## src/rtl/sync_ram_pkg.sv

```systemverilog
// Shared types and address helpers for the sync_ram initiator (sync_ram_master).
package sync_ram_pkg;

    typedef enum logic [2:0] {
        IDLE    = 3'd0,
        WR_BEAT = 3'd1,
        RD_ADDR = 3'd2,
        RD_WAIT = 3'd3,
        RD_HOLD = 3'd4
    } ram_master_state_t;

    // Modulo-m increment that never yields a value >= m, including for non-power-of-two depths.
    function automatic int unsigned wrap_inc(input int unsigned addr, input int unsigned m);
        return (addr + 1 >= m) ? 0 : addr + 1;
    endfunction

endpackage

```

## src/rtl/sync_ram_master.sv

```systemverilog
// Burst read/write initiator for sync_ram: command handshake in, RAM port out, read beats back.
// Optional write read-back check is enabled by defining SYNC_RAM_MASTER_VERIFY_EN (adds verify_err).
module sync_ram_master
    import sync_ram_pkg::*;
#(
    parameter  int N      = 8,
    parameter  int M      = 32,
    parameter  int LEN_W  = 3,
    localparam int AddrSz = (M > 1) ? $clog2(M) : 1
) (
    input  logic              clk,
    input  logic              n_reset,
    input  logic              cmd_valid,
    output logic              cmd_ready,
    input  logic              cmd_we,
    input  logic [AddrSz-1:0] cmd_addr,
    input  logic [LEN_W-1:0]  cmd_len,
    input  logic              wd_valid,
    input  logic [N-1:0]      wd_data,
    output logic              wd_ready,
    output logic              rd_valid,
    output logic [N-1:0]      rd_data,
    input  logic              rd_ready,
    output logic              busy,
    output logic [AddrSz-1:0] addr,
    output logic [N-1:0]      w_data,
    output logic              w_en,
    input  logic [N-1:0]      r_data
`ifdef SYNC_RAM_MASTER_VERIFY_EN
    ,
    output logic              verify_err
`endif
);

    localparam int unsigned MU = M;

    ram_master_state_t state_q, state_d;
    logic [AddrSz-1:0] addr_q, addr_d;
    logic [LEN_W-1:0]  rem_q, rem_d;
    logic              w_en_q, w_en_d;
    logic [N-1:0]      w_data_q, w_data_d;
    logic [N-1:0]      rd_data_q, rd_data_d;
    logic              rd_valid_q, rd_valid_d;

`ifdef SYNC_RAM_MASTER_VERIFY_EN
    logic vrfy_q, vrfy_d;
    logic chk_q, chk_d;
    logic err_q, err_d;
`endif

    logic              cmd_fire;
    logic              wd_fire;
    logic              rd_fire;
    logic              last_beat;
    logic [AddrSz-1:0] addr_inc;
    logic [AddrSz-1:0] cmd_addr_mod;

    assign cmd_fire     = (state_q == IDLE) && cmd_valid;
    assign wd_fire      = (state_q == WR_BEAT) && wd_valid;
    assign rd_fire      = (state_q == RD_HOLD) && rd_ready;
    assign last_beat    = (rem_q == '0);
    assign addr_inc     = AddrSz'(wrap_inc(32'(addr_q), MU));
    assign cmd_addr_mod = AddrSz'(32'(cmd_addr) % MU);

    always_ff @(posedge clk) begin
        if (!n_reset) begin
            state_q <= IDLE;
        end else begin
            state_q <= state_d;
        end
    end

    always_comb begin
        state_d = state_q;
        case (state_q)
            IDLE: begin
                if (cmd_fire) begin
                    state_d = cmd_we ? WR_BEAT : RD_ADDR;
                end
            end
            WR_BEAT: begin
                if (wd_fire) begin
`ifdef SYNC_RAM_MASTER_VERIFY_EN
                    state_d = RD_ADDR;
`else
                    state_d = last_beat ? IDLE : WR_BEAT;
`endif
                end
            end
            RD_ADDR: state_d = RD_WAIT;
            RD_WAIT: begin
`ifdef SYNC_RAM_MASTER_VERIFY_EN
                if (vrfy_q) begin
                    state_d = last_beat ? IDLE : WR_BEAT;
                end else begin
                    state_d = RD_HOLD;
                end
`else
                state_d = RD_HOLD;
`endif
            end
            RD_HOLD: begin
                if (rd_fire) begin
                    state_d = last_beat ? IDLE : RD_ADDR;
                end
            end
            default: state_d = IDLE;
        endcase
    end

    always_comb begin
        addr_d     = addr_q;
        rem_d      = rem_q;
        w_en_d     = 1'b0;
        w_data_d   = w_data_q;
        rd_data_d  = rd_data_q;
        rd_valid_d = rd_valid_q;
`ifdef SYNC_RAM_MASTER_VERIFY_EN
        // Write lands during RD_ADDR, RAM returns it after RD_WAIT, compare runs the cycle after.
        vrfy_d = vrfy_q;
        chk_d  = 1'b0;
        err_d  = err_q | (chk_q && (r_data != w_data_q));
`else
        // Address stays on the write beat while w_en is out, then steps past it.
        if (w_en_q) begin
            addr_d = addr_inc;
        end
`endif
        case (state_q)
            IDLE: begin
                if (cmd_fire) begin
                    addr_d = cmd_addr_mod;
                    rem_d  = cmd_len;
`ifdef SYNC_RAM_MASTER_VERIFY_EN
                    vrfy_d = cmd_we;
`endif
                end
            end
            WR_BEAT: begin
                if (wd_fire) begin
                    w_en_d   = 1'b1;
                    w_data_d = wd_data;
`ifndef SYNC_RAM_MASTER_VERIFY_EN
                    if (!last_beat) begin
                        rem_d = rem_q - LEN_W'(1);
                    end
`endif
                end
            end
            RD_WAIT: begin
`ifdef SYNC_RAM_MASTER_VERIFY_EN
                if (vrfy_q) begin
                    chk_d  = 1'b1;
                    addr_d = addr_inc;
                    if (!last_beat) begin
                        rem_d = rem_q - LEN_W'(1);
                    end
                end else begin
                    rd_data_d  = r_data;
                    rd_valid_d = 1'b1;
                end
`else
                rd_data_d  = r_data;
                rd_valid_d = 1'b1;
`endif
            end
            RD_HOLD: begin
                if (rd_fire) begin
                    rd_valid_d = 1'b0;
                    if (!last_beat) begin
                        addr_d = addr_inc;
                        rem_d  = rem_q - LEN_W'(1);
                    end
                end
            end
            default: ;
        endcase
    end

    always_ff @(posedge clk) begin
        if (!n_reset) begin
            addr_q     <= '0;
            rem_q      <= '0;
            w_en_q     <= 1'b0;
            w_data_q   <= '0;
            rd_data_q  <= '0;
            rd_valid_q <= 1'b0;
`ifdef SYNC_RAM_MASTER_VERIFY_EN
            vrfy_q     <= 1'b0;
            chk_q      <= 1'b0;
            err_q      <= 1'b0;
`endif
        end else begin
            addr_q     <= addr_d;
            rem_q      <= rem_d;
            w_en_q     <= w_en_d;
            w_data_q   <= w_data_d;
            rd_data_q  <= rd_data_d;
            rd_valid_q <= rd_valid_d;
`ifdef SYNC_RAM_MASTER_VERIFY_EN
            vrfy_q     <= vrfy_d;
            chk_q      <= chk_d;
            err_q      <= err_d;
`endif
        end
    end

    assign cmd_ready = (state_q == IDLE);
    assign wd_ready  = (state_q == WR_BEAT);
    assign busy      = (state_q != IDLE);
    assign addr      = addr_q;
    assign w_en      = w_en_q;
    assign w_data    = w_data_q;
    assign rd_valid  = rd_valid_q;
    assign rd_data   = rd_data_q;
`ifdef SYNC_RAM_MASTER_VERIFY_EN
    assign verify_err = err_q;
`endif

endmodule

```

## config.mk

```make
export PLATFORM = sky130hd
export DESIGN_NAME = sync_ram_master
export DESIGN_NICKNAME = d
export VERILOG_FILES = /design/src/rtl/sync_ram_pkg.sv /design/src/rtl/sync_ram_master.sv
export SDC_FILE = /design/constraint.sdc
export NUM_CORES = 1
export LEC_CHECK = 0
export BUFFER_PORTS_ARGS = -buffer_cell sky130_fd_sc_hd__buf_2
export CAP_MARGIN = 15
export CORE_UTILIZATION = 48
export DETAILED_ROUTE_END_ITERATION = 6
export GPL_TIMING_DRIVEN = 1
export HOLD_SLACK_MARGIN = 0.15
export PLACE_DENSITY = 0.83
export SLEW_MARGIN = 20
export SYNTH_ARGS = -nofsm -noshare
export SYNTH_HDL_FRONTEND = slang
export SYNTH_SLANG_ARGS = --single-unit
```

## constraint.sdc

```tcl
create_clock -name clk -period 1.7 [get_ports clk]
set_input_delay 0.085 -clock clk [delete_from_list [all_inputs] [get_ports clk]]
set_output_delay 0.085 -clock clk [all_outputs]
set_load 0.01 [all_outputs]
```

# After elaboration in Yosys (flattened, before gate mapping)
# Cells that the tools add are included.
# totals
ff_bits,29
latch_bits,0
ram_bits,0
mem_bits_ro,0
output_inout_bits,26
word_cells,51
mem_count,0
# op_classes
add_sub_neg,2
mul,0
div,0
order_cmp,1
n_eq_ne,7
n_shift,0
n_mux,21
n_bitwise,0
n_reduce_logical,13
# ops
cell,count
two-way mux 5 bit,5
two-way mux 3 bit,7
one-hot mux 3 bit (5 select lines),1
one-hot mux 5 bit (2 select lines),1
one-hot mux 3 bit (3 select lines),1
"adder 5 x 1 -> 6 bit, second input constant",1
"== test 3 x 2 -> 1 bit, second input constant",2
"greater-or-equal comparator 6 bit, second input constant",1
logical NOT 3 bit,2
AND reduction 2 bit,3
nonzero test 3 bit,2
two-way mux 2 bit,2
"!= test 2 x 1 -> 1 bit, second input constant",2
AND reduction 4 bit,1
"== test 3 x 1 -> 1 bit, second input constant",1
"== test 3 bit, second input constant",1
logical AND 1 bit,3
two-way mux 1 bit,3
AND reduction 3 bit,1
"subtractor 3 x 1 -> 3 bit, second input constant",1
"!= test 2 bit, second input constant",1
one-hot mux 1 bit (2 select lines),1
nonzero test 2 bit,1

# Longest topological paths before layout
# Gate-level depths: netlist of run 1.
# logic_depth
ltp_word,7
ltp_mapped,7
depth_no_buf,7

# Worst setup path before layout of run 1
# OpenSTA, ideal clock, no wires.
# synth_path
path_kind,reg-to-reg
startpoint,reg rem_q[0]
endpoint,reg rem_q[1]
setup_time_ns,0.070
arrival_time_ns,1.504
required_time_ns,1.630
setup_slack_ns,0.126
path_stages_with_launch,8
path_buffers,0
period_less_slack_ns,1.574
path_cell_list,dfxtp_1 > inv_1 > ha_1 > nor2b_2 > nor4_4 > a21oi_2 > a211o_1 > a21boi_1
# synth_between
elab_chain_cells,4
elab_cells_between_ends,6
cone_classes,add/sub (1); mux (4); reduce/logical (1)
# synth_lines
item,line_no,text
start: declaration,sync_ram_master.sv:39,"logic [LEN_W-1:0] rem_q, rem_d;"
start signal: assignment,sync_ram_master.sv:195,rem_q <= rem_d;
subtractor 3 x 1 -> 3 bit / logical NOT 3 bit (equally long branches),"sync_ram_master.sv:145, sync_ram_master.sv:172, sync_ram_master.sv:61",
two-way mux 3 bit (*),"sync_ram_master.sv:144, sync_ram_master.sv:170",
"two-way mux 3 bit, on equally long branches","sync_ram_master.sv:168, sync_ram_master.sv:140",
one-hot mux 3 bit (3 select lines) (*),sync_ram_master.sv:129,case (state_q)
# Mark *: on every way between the ends. The rest lies on a longest branch, timed or not. The select of a mux whose other input is x is not followed.
# A chain may end at the register's enable or synchronous reset.

# Worst setup path after layout of run 1
# layout_path
startpoint,reg rem_q[0]
endpoint,"reg addr_q[2], in the netlist addr[2]"
# layout_between
elab_chain_cells,4
# layout_lines
item,line_no,text
logical NOT 3 bit,sync_ram_master.sv:61,assign last_beat = (rem_q == '0);
two-way mux 5 bit,sync_ram_master.sv:170,if (!last_beat) begin
two-way mux 5 bit,sync_ram_master.sv:168,if (rd_fire) begin
one-hot mux 5 bit (2 select lines),sync_ram_master.sv:129,
end signal: assignment,sync_ram_master.sv:194,addr_q <= addr_d;
end: declaration,sync_ram_master.sv:38,"logic [AddrSz-1:0] addr_q, addr_d;"
# Every way passes these cells.

==> metrics.md, run 1 <==
| Metric | Value |
|---|---|
| Status | complete, but fails checks |
| Violated checks | design-rule violations |
| Initial detailed-routing violation count | 65 |
| Chip Width | 57.88 um |
| Clock root cell | clkbuf_4 |
| Clock Latency Late Sink | 310 ps |
| Number of routed nets with antenna violations | 0 |
| Layout cells sized above 1 | roughly 29% |
| Synth Register Bits | 29 |
| Final setup fails | 0 |
| Leakage | ~0.97 nW |
| Final worst-path setup slack | 73.23 ps |
| Total routed wirelength | 3839 um |
| Peak supply drop | 0.5993 mV |
| Setup CP Type | reg2reg |
| Critical Path End Type | flip-flop |
| Ports | 56 |
| Yosys warns | 0 |
| Pre-CTS setup slack | -4.269 ps |
| Vias in the first global route | 1528 |
| Post-placement cell count | roughly 270 |
| Initial core utilization | 52.54% |
| Most common cell after layout, fill and taps aside | buf_2 |
| GRT Total Usage | between 20% and 30% |
| PwrDens | about 750 nW/um2 |
| Max clock buf depth | 2 |
| Global-route wire length before repair | approximately 6400 um |
| Relative slew slack | 69.88% |
| Yosys cell types | 43 |
| Worst Path Arrival | 1870 ps |
| Synth-to-Final Area Change | 44.41% |
| Max_cap viols | 0 |
| Post-synth EDFFs | 0 |
| Worst Skew | just under 5 ps |
| Post-synthesis sequential area ratio | 38.73% |
| Fin crit share | between 90% and 100% |
| CP max-delay cell | or3_1 |
| Grt met2 use | 45.32% |
| Ys async rst share | 0% |
| Avg WL per Cell | about 13 um |
| Prevailing post-synth register cell | dfxtp_1 |
| Final nets | approximately 300 |
| Clock sinks | 29 |
| Clock transition at path regs | 90 ps |
| Min Tclk post-route | 1627 ps |
| Post-synthesis area per instance | between 8 and 9 um2 |
| Core footprint | roughly 2900 um2 |
| Drt pass-1 iters | 6 |
| RSZ-0062 raised after global routing | no |
| Post-synthesis cell count | roughly 180 |
| Die area | 3350 um2 |
| Chip height | ~58 um |
| Mapped Area | 1499 um2 |
| CP Max Fanout | 5 |
| Antenna Cells | 0 |
| Placer Congestion | 0.8053 |
| Initial antenna violation count | 0 |
| Actual slew at the worst max-slew pin | around 450 ps |
| H-Tree Level Count | 2 |
| Syn_nets | 216 |
| Via count | 1621 |
| Final Hold Fails | 0 |
| CP startpoint kind | flip-flop |
| Most frequent cells in the layout | 55 x buf_2, 44 x nand2_1, 29 x dfxtp_1 |
| IO Port Bufs | 55 |
| Kind of cell adding the most delay to the critical path | simple AND/OR/NAND/NOR gates |
| Hold/Removal Path Class | in2reg |
| Cell Rows | 19 |
| HPWL after DPL | 2426 um |
| CP max stage delay | 360 ps |
| Num CTS Buffers | 5 |
| Largest net degree at the start of global routing | 30 |
| CTS tree | done |
| Crit-path cells | inv_1 > ha_1 > nor2b_4 > o22ai_1 > and2_4 > or3_1 > a21boi_1 |
| GR Layer Usage met1 | 26.29% |
| DRC | 3 |
| Layer with the highest usage | met2 |
| Slew Viols, Final | 0 |
| GRT overflow | 0 |
| Non-Filler Instances | between 300 and 400 |
| Grt met3 use | under 10% |
| Req. time, crit path | 1950 ps |
| Vias/cell | 5.332 |
| Max Freq | 0.6147 GHz |
| Worst path bufs/invs | 1 |
[per-stage QoR]
step | hold WS (ps) | util (%) | cell area, um2 | setup TNS [ps] | power [mW]
after global routing | 191.0 | 75.88 | 2165 | 0 | 1.708
after CTS | 159.5 | 75.61 | 2157 | 0 | 1.603
final | 166.1 | 75.88 | 2165 | 0 | 1.614
after detailed placement | 333.2 | 64.17 | 1831 | -4.269 | 1.165
after global placement | 325.8 | 64.17 | 1831 | 0 | 1.155
after floorplan | 219.8 | - | 1499 | 0 | 1.032
[cells by family (layout without fill, tap and decap cells)]
logic type | count (synthesis) | after routing | synth area share [%]
and+or+nand+nor | 78 | 78 | 26.54
AOI/OAI and AO/OA | 56 | 56 | 25.88
DFF | 29 | 29 | 38.73
buffers and inverters | 13 | 103 | 3.839
muxes | 1 | 1 | 0.7512
xor gates and xnor gates | 3 | 3 | 1.753
adders and majority gates | 3 | 3 | 2.504
[flip-flops by register name (all words and copies together) (netlist names)]
name / count
w_data: 8
addr: 5
rem_q: 3
rd_valid: 1
w_en: 1
rd_data: 8
state_q: 3
[path summary, 6_finish.rpt]
check / start / endpoint / slack, ps / cells past startpoint
max: rem_q[0] / addr[2] / 70 / 7
min: cmd_len[1] / rem_q[1] / 170 / 4
max reg2reg: rem_q[0] / addr[2] / 70 / 7
min reg2reg: rem_q[1] / rem_q[1] / 450 / 2
[per-layer routing]
metal	vias up	share of wire, %	wire, um
met4	0	1.9	72
met2	64	52	2001
met5	-	0	0
li1	811	-	-
met3	9	5.0	191
met1	737	41	1573
[cells in the mapped netlist, drive strengths merged, types with 2 or more instances]
| cell | count | area [um2] |
|---|---|---|
| and2 | 5 | 33.78 |
| a22oi | 3 | 22.52 |
| nand2 | 44 | 165.2 |
| ha | 3 | 37.54 |
| nand2b | 3 | 18.77 |
| o21bai | 2 | 15.01 |
| nor4b | 2 | 17.52 |
| nor3 | 3 | 25.02 |
| xor2 | 2 | 17.52 |
| inv | 4 | 15.01 |
| clkbuf | 7 | 26.28 |
| a21oi | 6 | 33.78 |
| or3 | 2 | 12.51 |
| buf | 2 | 16.26 |
| a41oi | 2 | 17.52 |
| a21o | 2 | 15.01 |
| o21ai | 11 | 55.05 |
| dfxtp | 29 | 580.6 |
| nor2 | 8 | 37.54 |
| nor2b | 3 | 21.27 |
| nand3 | 3 | 15.01 |
| o21a | 3 | 22.52 |
| a21boi | 21 | 157.7 |
[worst min-delay path: stages]
cell	delay, ps
buf_2	90
nor2_1	100
a211o_1	110
a21boi_1	50
[where the power goes]
group,total [mW],internal (mW),leakage [nW],switching [mW]
combinational,0.441,0.231,0.702,0.210
sequential,0.779,0.723,0.236,0.0561
clock,0.394,0.157,0.0320,0.237
total,1.61,1.11,0.970,0.503
[area by class of cell]
cell class	instances	area [um2]
repair buffers	91	613.1
clock inverters	2	10.01
multi-input cells	141	865.8
inverters	4	15.01
fillers	199	688.2
well taps	31	38.79
flip-flops and latches	29	580.6
clock buffers	6	41.29
[what timing repair did]
| action | in CTS | in global routing |
|---|---|---|
| hold buffers | 27 | 0 |
| pin swaps | 0 | 0 |
| gates cloned | 0 | 0 |
| gates resized for setup | 1 | 0 |
| endpoints found under the setup margin | 1 | 1 |
| buffers inserted | 0 | 1 |
| hold endpoints to repair | 26 | 0 |
(Power assumes the default switching activity.)
==> run 2: changes to the inputs <==
--- a/config.mk
+++ b/config.mk
@@ -5,6 +5,7 @@
 export SDC_FILE = /design/constraint.sdc
 export NUM_CORES = 1
 export LEC_CHECK = 0
+export ABC_AREA = 1
 export BUFFER_PORTS_ARGS = -buffer_cell sky130_fd_sc_hd__buf_2
 export CAP_MARGIN = 15
 export CORE_UTILIZATION = 48
==> metrics.md, run 2 <==
| Metric | Value |
|---|---|
| Status | complete, but fails checks |
| Violated checks | design-rule violations |
| Max Freq | 0.6201 GHz (+0.88%) |
| Total routed wirelength | 5079 um (+32%) |
| Post-synthesis area per instance | 6.830 um2 (-17%) |
| Peak supply drop | 0.6236 mV (+4.1%) |
| Complex-gate fraction of the synthesized area | 14.54% (-11 points) |
| Hold Path Stages | 3 (-1) |
| Leakage | 1.139 nW (+17%) |
| Chip Width | 57.70 um (-0.32%) |
| CP Max Fanout | 8 (+3) |
| GRT overflow | 0 (unchanged) |
| Actual slew at the worst max-slew pin | 385.7 ps (-63.60 ps) |
| Initial detailed-routing violation count | 89 (+37%) |
| Initial core utilization | 52.19% (-0.35 points) |
| Finished layout cell area | 2328 um2 (+7.6%) |
| Largest net degree at the start of global routing | 14 (-53%) |
| Post-synthesis cell count | 218 (+19%) |
| Initial antenna violation count | 0 (unchanged) |
| HPWL after DPL | 2552 um (+5.2%) |
| Vias/cell | 5.326 (-0.12%) |
| Max clock buf depth | 2 (unchanged) |
| RSZ-0062 raised after global routing | yes |
| Post-synth EDFFs | 0 (unchanged) |
| Drt pass-1 iters | 7 (+1) |
| Clock root cell | clkbuf_4 |
| Post-Synth Simple-Gate Area | 35.04% (+8.5 points) |
| Hold Path End | w_en |
| DRC | 4 (+1) |
| Die area | 3329 um2 (-0.64%) |
| Num CTS Buffers | 5 (unchanged) |
| Clock sinks | 29 (unchanged) |
| Number of routed nets with antenna violations | 0 (unchanged) |
| Clock transition at path regs | 90 ps (about the same) |
| Top post-synthesis cells by area | dfxtp_1 39%, nand2_1 12%, nor2_1 7.1% |
| Via count | 1880 (+16%) |
| Req. time, crit path | 1930 ps (-20 ps) |
| Final setup fails | 0 (unchanged) |
| Relative slew slack | 74.11% (+4.2 points) |
| Clock Latency Late Sink | 340 ps (+30 ps) |
| Avg WL per Cell | 14.39 um (+14%) |
| Synth Register Bits | 29 (unchanged) |
| GRT Total Usage | 31.55% (+6.9 points) |
| Synth-to-Final Area Change | 56.39% |
| Area leader, netlist | dfxtp_1 |
| Synth Area in XOR/XNOR | 1.765% (+0.012 points) |
| Antenna Cells | 0 (unchanged) |
| Most common cell after layout, fill and taps aside | buf_2 |
| Prevailing post-synth register cell | dfxtp_1 |
| Final Power | 2.302 mW (+43%) |
| Setup CP Type | reg2reg |
| Mapped Area | 1489 um2 (-0.67%) |
| Adder-Cell Fraction of Synth Area | 2.521% (+0.017 points) |
| Path depth of the worst reg2reg path | 6 (-1) |
| Most common cell in the netlist | nand2_1 |
| Final nets | 355 (+16%) |
| CTS tree | done |
| H-Tree Level Count | 2 (unchanged) |
| Yosys cell types | 27 (-37%) |
| Placer Congestion | 0.9172 (+14%) |
| Yosys warns | 0 (unchanged) |
| R2r setup slk | 90 ps (about the same) |
| IO Port Bufs | 55 (unchanged) |
| Global-route wire length before repair | 7831 um (+23%) |
| Critical Path End Type | flip-flop |
| Vias in the first global route | 1766 (+16%) |
| Ys async rst share | 0% (unchanged) |
| Slew Viols, Final | 0 (unchanged) |
| Worst Path Arrival | 1850 ps (-20 ps) |
| Most frequent cells in the layout | 55 x buf_2, 49 x nand2_1, 39 x dlygate4sd3_1 |
| Synth cell count leaders | 49 x nand2_1, 29 x dfxtp_1, 28 x nor2_1 |
| Chip height | 57.70 um (-0.32%) |
| RR Endpoint | rd_data[1] |
| Post-synthesis mux area share | 0% (-0.75 points) |
| RR Startpoint | state_q[0] |
| Final Hold Fails | 0 (unchanged) |
| Post-synthesis sequential area ratio | 38.99% (+0.26 points) |
| CP startpoint kind | flip-flop |
| Synth top area share | 38.99% (+0.26 points) |
| Dpl cell area | 1798 um2 (-1.8%) |
| Cell Rows | 19 (unchanged) |
| Ports | 56 (unchanged) |
| Fin crit share | 94.86% (-0.84 points) |
| Layout cells sized above 1 | 28.88% (-0.056 points) |
| Min Tclk post-route | 1613 ps (-14.24 ps) |
| Worst Skew | 10.37 ps (+5.437 ps) |
| Worst hold path startpoint | wd_valid |
| Core footprint | 2853 um2 (unchanged) |
| Syn_nets | 251 (+16%) |
| Largest family of logic cells by synthesized area | simple AND/OR/NAND/NOR gates |
| PwrDens | 988.6 nW/um2 (+33%) |
| Hold/Removal Path Class | in2reg |
| Max_cap viols | 0 (unchanged) |
## run 2: cell count changes in the layout (fill, tap and decap cells not counted), moves of 5 or more
cell,before,now
nand3_1,3,17
a21boi_1,21,0
dlygate4sd3_1,27,39
a21oi_1,5,18
nand2_1,44,49
o21ai_0,6,13
nor2_1,7,28
inv_1,4,15
## run 2: cell type report
| class | count | area [um2] |
|---|---|---|
| inverters | 23 | 98.84 |
| multi-input cells | 161 | 819.5 |
| well taps | 31 | 38.79 |
| repair buffers | 101 | 721.9 |
| clock buffers | 7 | 55.05 |
| repair inverters | 1 | 5.005 |
| flip-flops and latches | 29 | 589.3 |
| fillers | 181 | 524.3 |
## run 2: what timing repair did
action	CTS	global route
resized for setup	0	14
hold buffers	40	0
endpoints found under the setup margin	0	12
buffers inserted	0	5
hold endpoints to repair	26	0
## run 2: metrics by stage
stage | cells | worst slack, ps | hold WS, ps | utilization, % | TNS (ps)
finish | 353 | 87.46 | 209.3 | 81.62 | 0
global placement | 301 | 245.3 | 304.6 | 63.03 | 0
detailed placement | 301 | 214.8 | 312.9 | 63.03 | 0
floorplan | 218 | 335.4 | 207.8 | - | 0
CTS | 348 | 17.00 | 173.7 | 78.99 | 0
global route | 353 | -12.53 | 243.9 | 81.62 | -12.53
## run 2: power by group
part	internal, mW	switching (mW)
registers	0.775	0.0923
clock network	0.195	0.258
logic	0.419	0.563
## run 2: worst max-delay path by stage
stage,startpoint,endpoint,slack (ps),cells after the start
2_1_floorplan,rem_q[0],rem_q[0],340,9
3_3_place_gp,rem_q[0],rem_q[0],250,9
3_5_place_dp,rem_q[0],rem_q[0],210,9
4_1_cts,state_q[1],rd_data[1],20,6
5_1_grt,state_q[1],rd_data[1],-10,6
6_report,state_q[0],rd_data[1],90,6
## run 2: critical path, cell delays in order (launching register included)
cell and delay, ps:
dfxtp_4 380, inv_4 80, nor3_4 50, buf_6 130, o21ai_0 260, nor2_1 60
dlygate4sd3_1 550
## run 2: kinds of logic (layout without fill, tap and decap cells)
group	count (synthesis)	in the layout
AOI/OAI and AO/OA	42	42
buffers and inverters	28	132
DFF	29	29
and+or+nand+nor	113	113
adders and majority gates	3	3
xor gates and xnor gates	3	3
## run 2: routing by layer
| metal | vias to the layer above | global-route usage [%] | share of wire (%) |
|---|---|---|---|
| li1 | 907 | - | - |
| met3 | 29 | 7.589 | 6.5 |
| met5 | - | 0 | 0 |
| met1 | 852 | 36.49 | 40 |
| met4 | 0 | 18.37 | 5.4 |
| met2 | 92 | 53.32 | 48 |
==> run 3: changes to the inputs <==
--- a/config.mk
+++ b/config.mk
@@ -6,7 +6,7 @@
 export NUM_CORES = 1
 export LEC_CHECK = 0
 export ABC_AREA = 1
-export BUFFER_PORTS_ARGS = -buffer_cell sky130_fd_sc_hd__buf_2
+export BUFFER_PORTS_ARGS = -buffer_cell sky130_fd_sc_hd__buf_4
 export CAP_MARGIN = 15
 export CORE_UTILIZATION = 48
 export DETAILED_ROUTE_END_ITERATION = 6
==> metrics.md, run 3 (same netlist as run 2, synthesis figures left out) <==
| Metric | Value |
|---|---|
| Met3 wire length | 660 um (+100%) |
| Avg WL per Cell | 17.32 um (+20%) |
| Path depth of the worst reg2reg path | 9 (+3) |
| Drt pass-1 iters | 7 (unchanged) |
| Max Freq | 0.5706 GHz (-8.0%) |
| Relative slew slack | 75.58% (+1.5 points) |
| Clock transition at path regs | 110 ps (+20 ps) |
| Post-placement cell count | 301 (unchanged) |
| Clock Latency Late Sink | 340 ps (about the same) |
| Max clock buf depth | 2 (unchanged) |
| RR Endpoint | addr[3] |
| IO Port Bufs | 55 (unchanged) |
| Violated checks | design-rule violations, negative setup slack |
| Most frequent cells in the layout | 59 x buf_4, 49 x nand2_1, 44 x dlygate4sd3_1 |
| End-of-flow core utilization | 88.33% (+6.7 points) |
| CP Max Fanout | 6 (-2) |
| H-Tree Level Count | 2 (unchanged) |
| Actual slew at the worst max-slew pin | 364.1 ps (-21.63 ps) |
| Total routed wirelength | 6167 um (+21%) |
| Cell Rows | 19 (unchanged) |
| Peak supply drop | 0.6133 mV (-1.6%) |
| Layout cells sized above 1 | 29.23% (+0.35 points) |
| PwrDens | 990.6 nW/um2 (+0.20%) |
| Req. time, crit path | 1950 ps (+20 ps) |
| Most common cell after layout, fill and taps aside | buf_4 |
| Crit path from | state_q[1] |
| Global-route wire length before repair | 8783 um (+12%) |
| Hold/Removal Path Class | reg2reg |
| Final worst-path setup slack | -52.39 ps (-139.9 ps) |
| RR Startpoint | state_q[1] |
| GRT Total Usage | 34.66% (+3.1 points) |
| Non-Filler Instances | 356 (+0.85%) |
| Vias/cell | 5.865 (+10%) |
| Placer Congestion | 0.9109 (-0.69%) |
| Chip height | 57.70 um (unchanged) |
| Synth-to-Final Area Change | 69.24% |
| Worst hold path startpoint | w_data[0] |
| Setup CP Type | reg2reg |
| CP startpoint kind | flip-flop |
| Hold Path Stages | 2 (-1) |
| Core footprint | 2853 um2 (unchanged) |
| Metal-1 WL | 2267 um (+12%) |
| Min Tclk post-route | 1752 ps (+139.9 ps) |
| Final nets | 357 (+0.56%) |
| Worst Path Arrival | 2010 ps (+160 ps) |
| Antenna Cells | 0 (unchanged) |
| Final Hold Fails | 0 (unchanged) |
| Slew Viols, Final | 0 (unchanged) |
| Final Power | 2.496 mW (+8.4%) |
| Initial core utilization | 52.19% (unchanged) |
| Final setup fails | 2 (+2) |
| Highest metal used | met4 |
| Initial detailed-routing violation count | 234 (+160%) |
| Dpl cell area | 1936 um2 (+7.7%) |
| Hold Path End | w_data[0] |
| Worst Skew | 13.95 ps (+3.585 ps) |
| Vias in the first global route | 1890 (+7.0%) |
| HPWL after DPL | 2651 um (+3.9%) |
| Leakage | 1.192 nW (+4.7%) |
| Initial antenna violation count | 0 (unchanged) |
| Clock root cell | clkbuf_4 |
| Finished layout cell area | 2520 um2 (+8.2%) |
| Status | complete, but fails checks |
| Chip Width | 57.70 um (unchanged) |
| Fin crit share | 103.1% (+8.2 points) |
| Largest net degree at the start of global routing | 14 (unchanged) |
| Num CTS Buffers | 5 (unchanged) |
| Max_cap viols | 0 (unchanged) |
| Ports | 56 (unchanged) |
| Die area | 3329 um2 (unchanged) |
| DRC | 4 (unchanged) |
| GRT overflow | 0 (unchanged) |
| CTS tree | done |
| Clock sinks | 29 (unchanged) |
| Via count | 2088 (+11%) |
| Number of routed nets with antenna violations | 0 (unchanged) |
| Critical Path End Type | flip-flop |
| R2r setup slk | -50 ps (-140 ps) |
| DR WL met2 | 2933 um (+20%) |
[run 3: cell count changes in the layout (fill, tap and decap cells not counted), sizes merged]
cell and delta:
buf -2, dlygate4sd3 +5
[run 3: through the flow]
step	hold slack, ps	setup WS, ps	setup TNS [ps]
finish	481.0	-52.39	-72.57
global placement	304.9	247.8	0
floorplan	207.8	335.4	0
detailed placement	316.3	159.8	0
global route	507.3	-52.38	-162.7
CTS	469.5	26.03	0
[run 3: worst max-delay path by stage]
stage	endpoint	slack, ps
global placement	rem_q[0]	250
global route	addr[3]	-50
CTS	rd_data[0]	30
finish	addr[3]	-50
detailed placement	rem_q[1]	160
floorplan	rem_q[0]	340
[run 3: where the power goes]
group | leakage, nW | internal (mW) | total [mW] | switching [mW]
registers | 0.238 | 0.774 | 0.872 | 0.0980
clock network | 0.0413 | 0.240 | 0.517 | 0.277
logic | 0.913 | 0.467 | 1.11 | 0.641
[run 3: cell type report]
cell class	instances	area, um2
timing repair buffer	104	894.6
clock inverter	1	5.005
fill	130	332.8
multi-input combinational	161	828.3
tap	31	38.79
sequential	29	591.8
inverter	23	96.34
clock buffer	7	65.06
[run 3: timing repair]
item                       4_1_cts  5_1_grt
hold endpoints to repair        27        0
hold buffers                    45        0
gates resized for setup          0       18
buffers inserted                 0        3
setup endpoints to repair        0       19
[run 3: critical path: stages, from the launching register on]
cell     delay (ps)
dfxtp_4         380
buf_4           140
nor2_4          190
nand2_2         130
nor2_2          130
nand2_2         110
or2_0           250
nand2_1          70
nand2_1          70
a21oi_1         190
[run 3: metal layers]
metal	track usage [%]	vias up
li1	-	917
met3	5.357	42
met2	60.30	179
met1	42.66	950
met5	0	-
met4	14.97	0
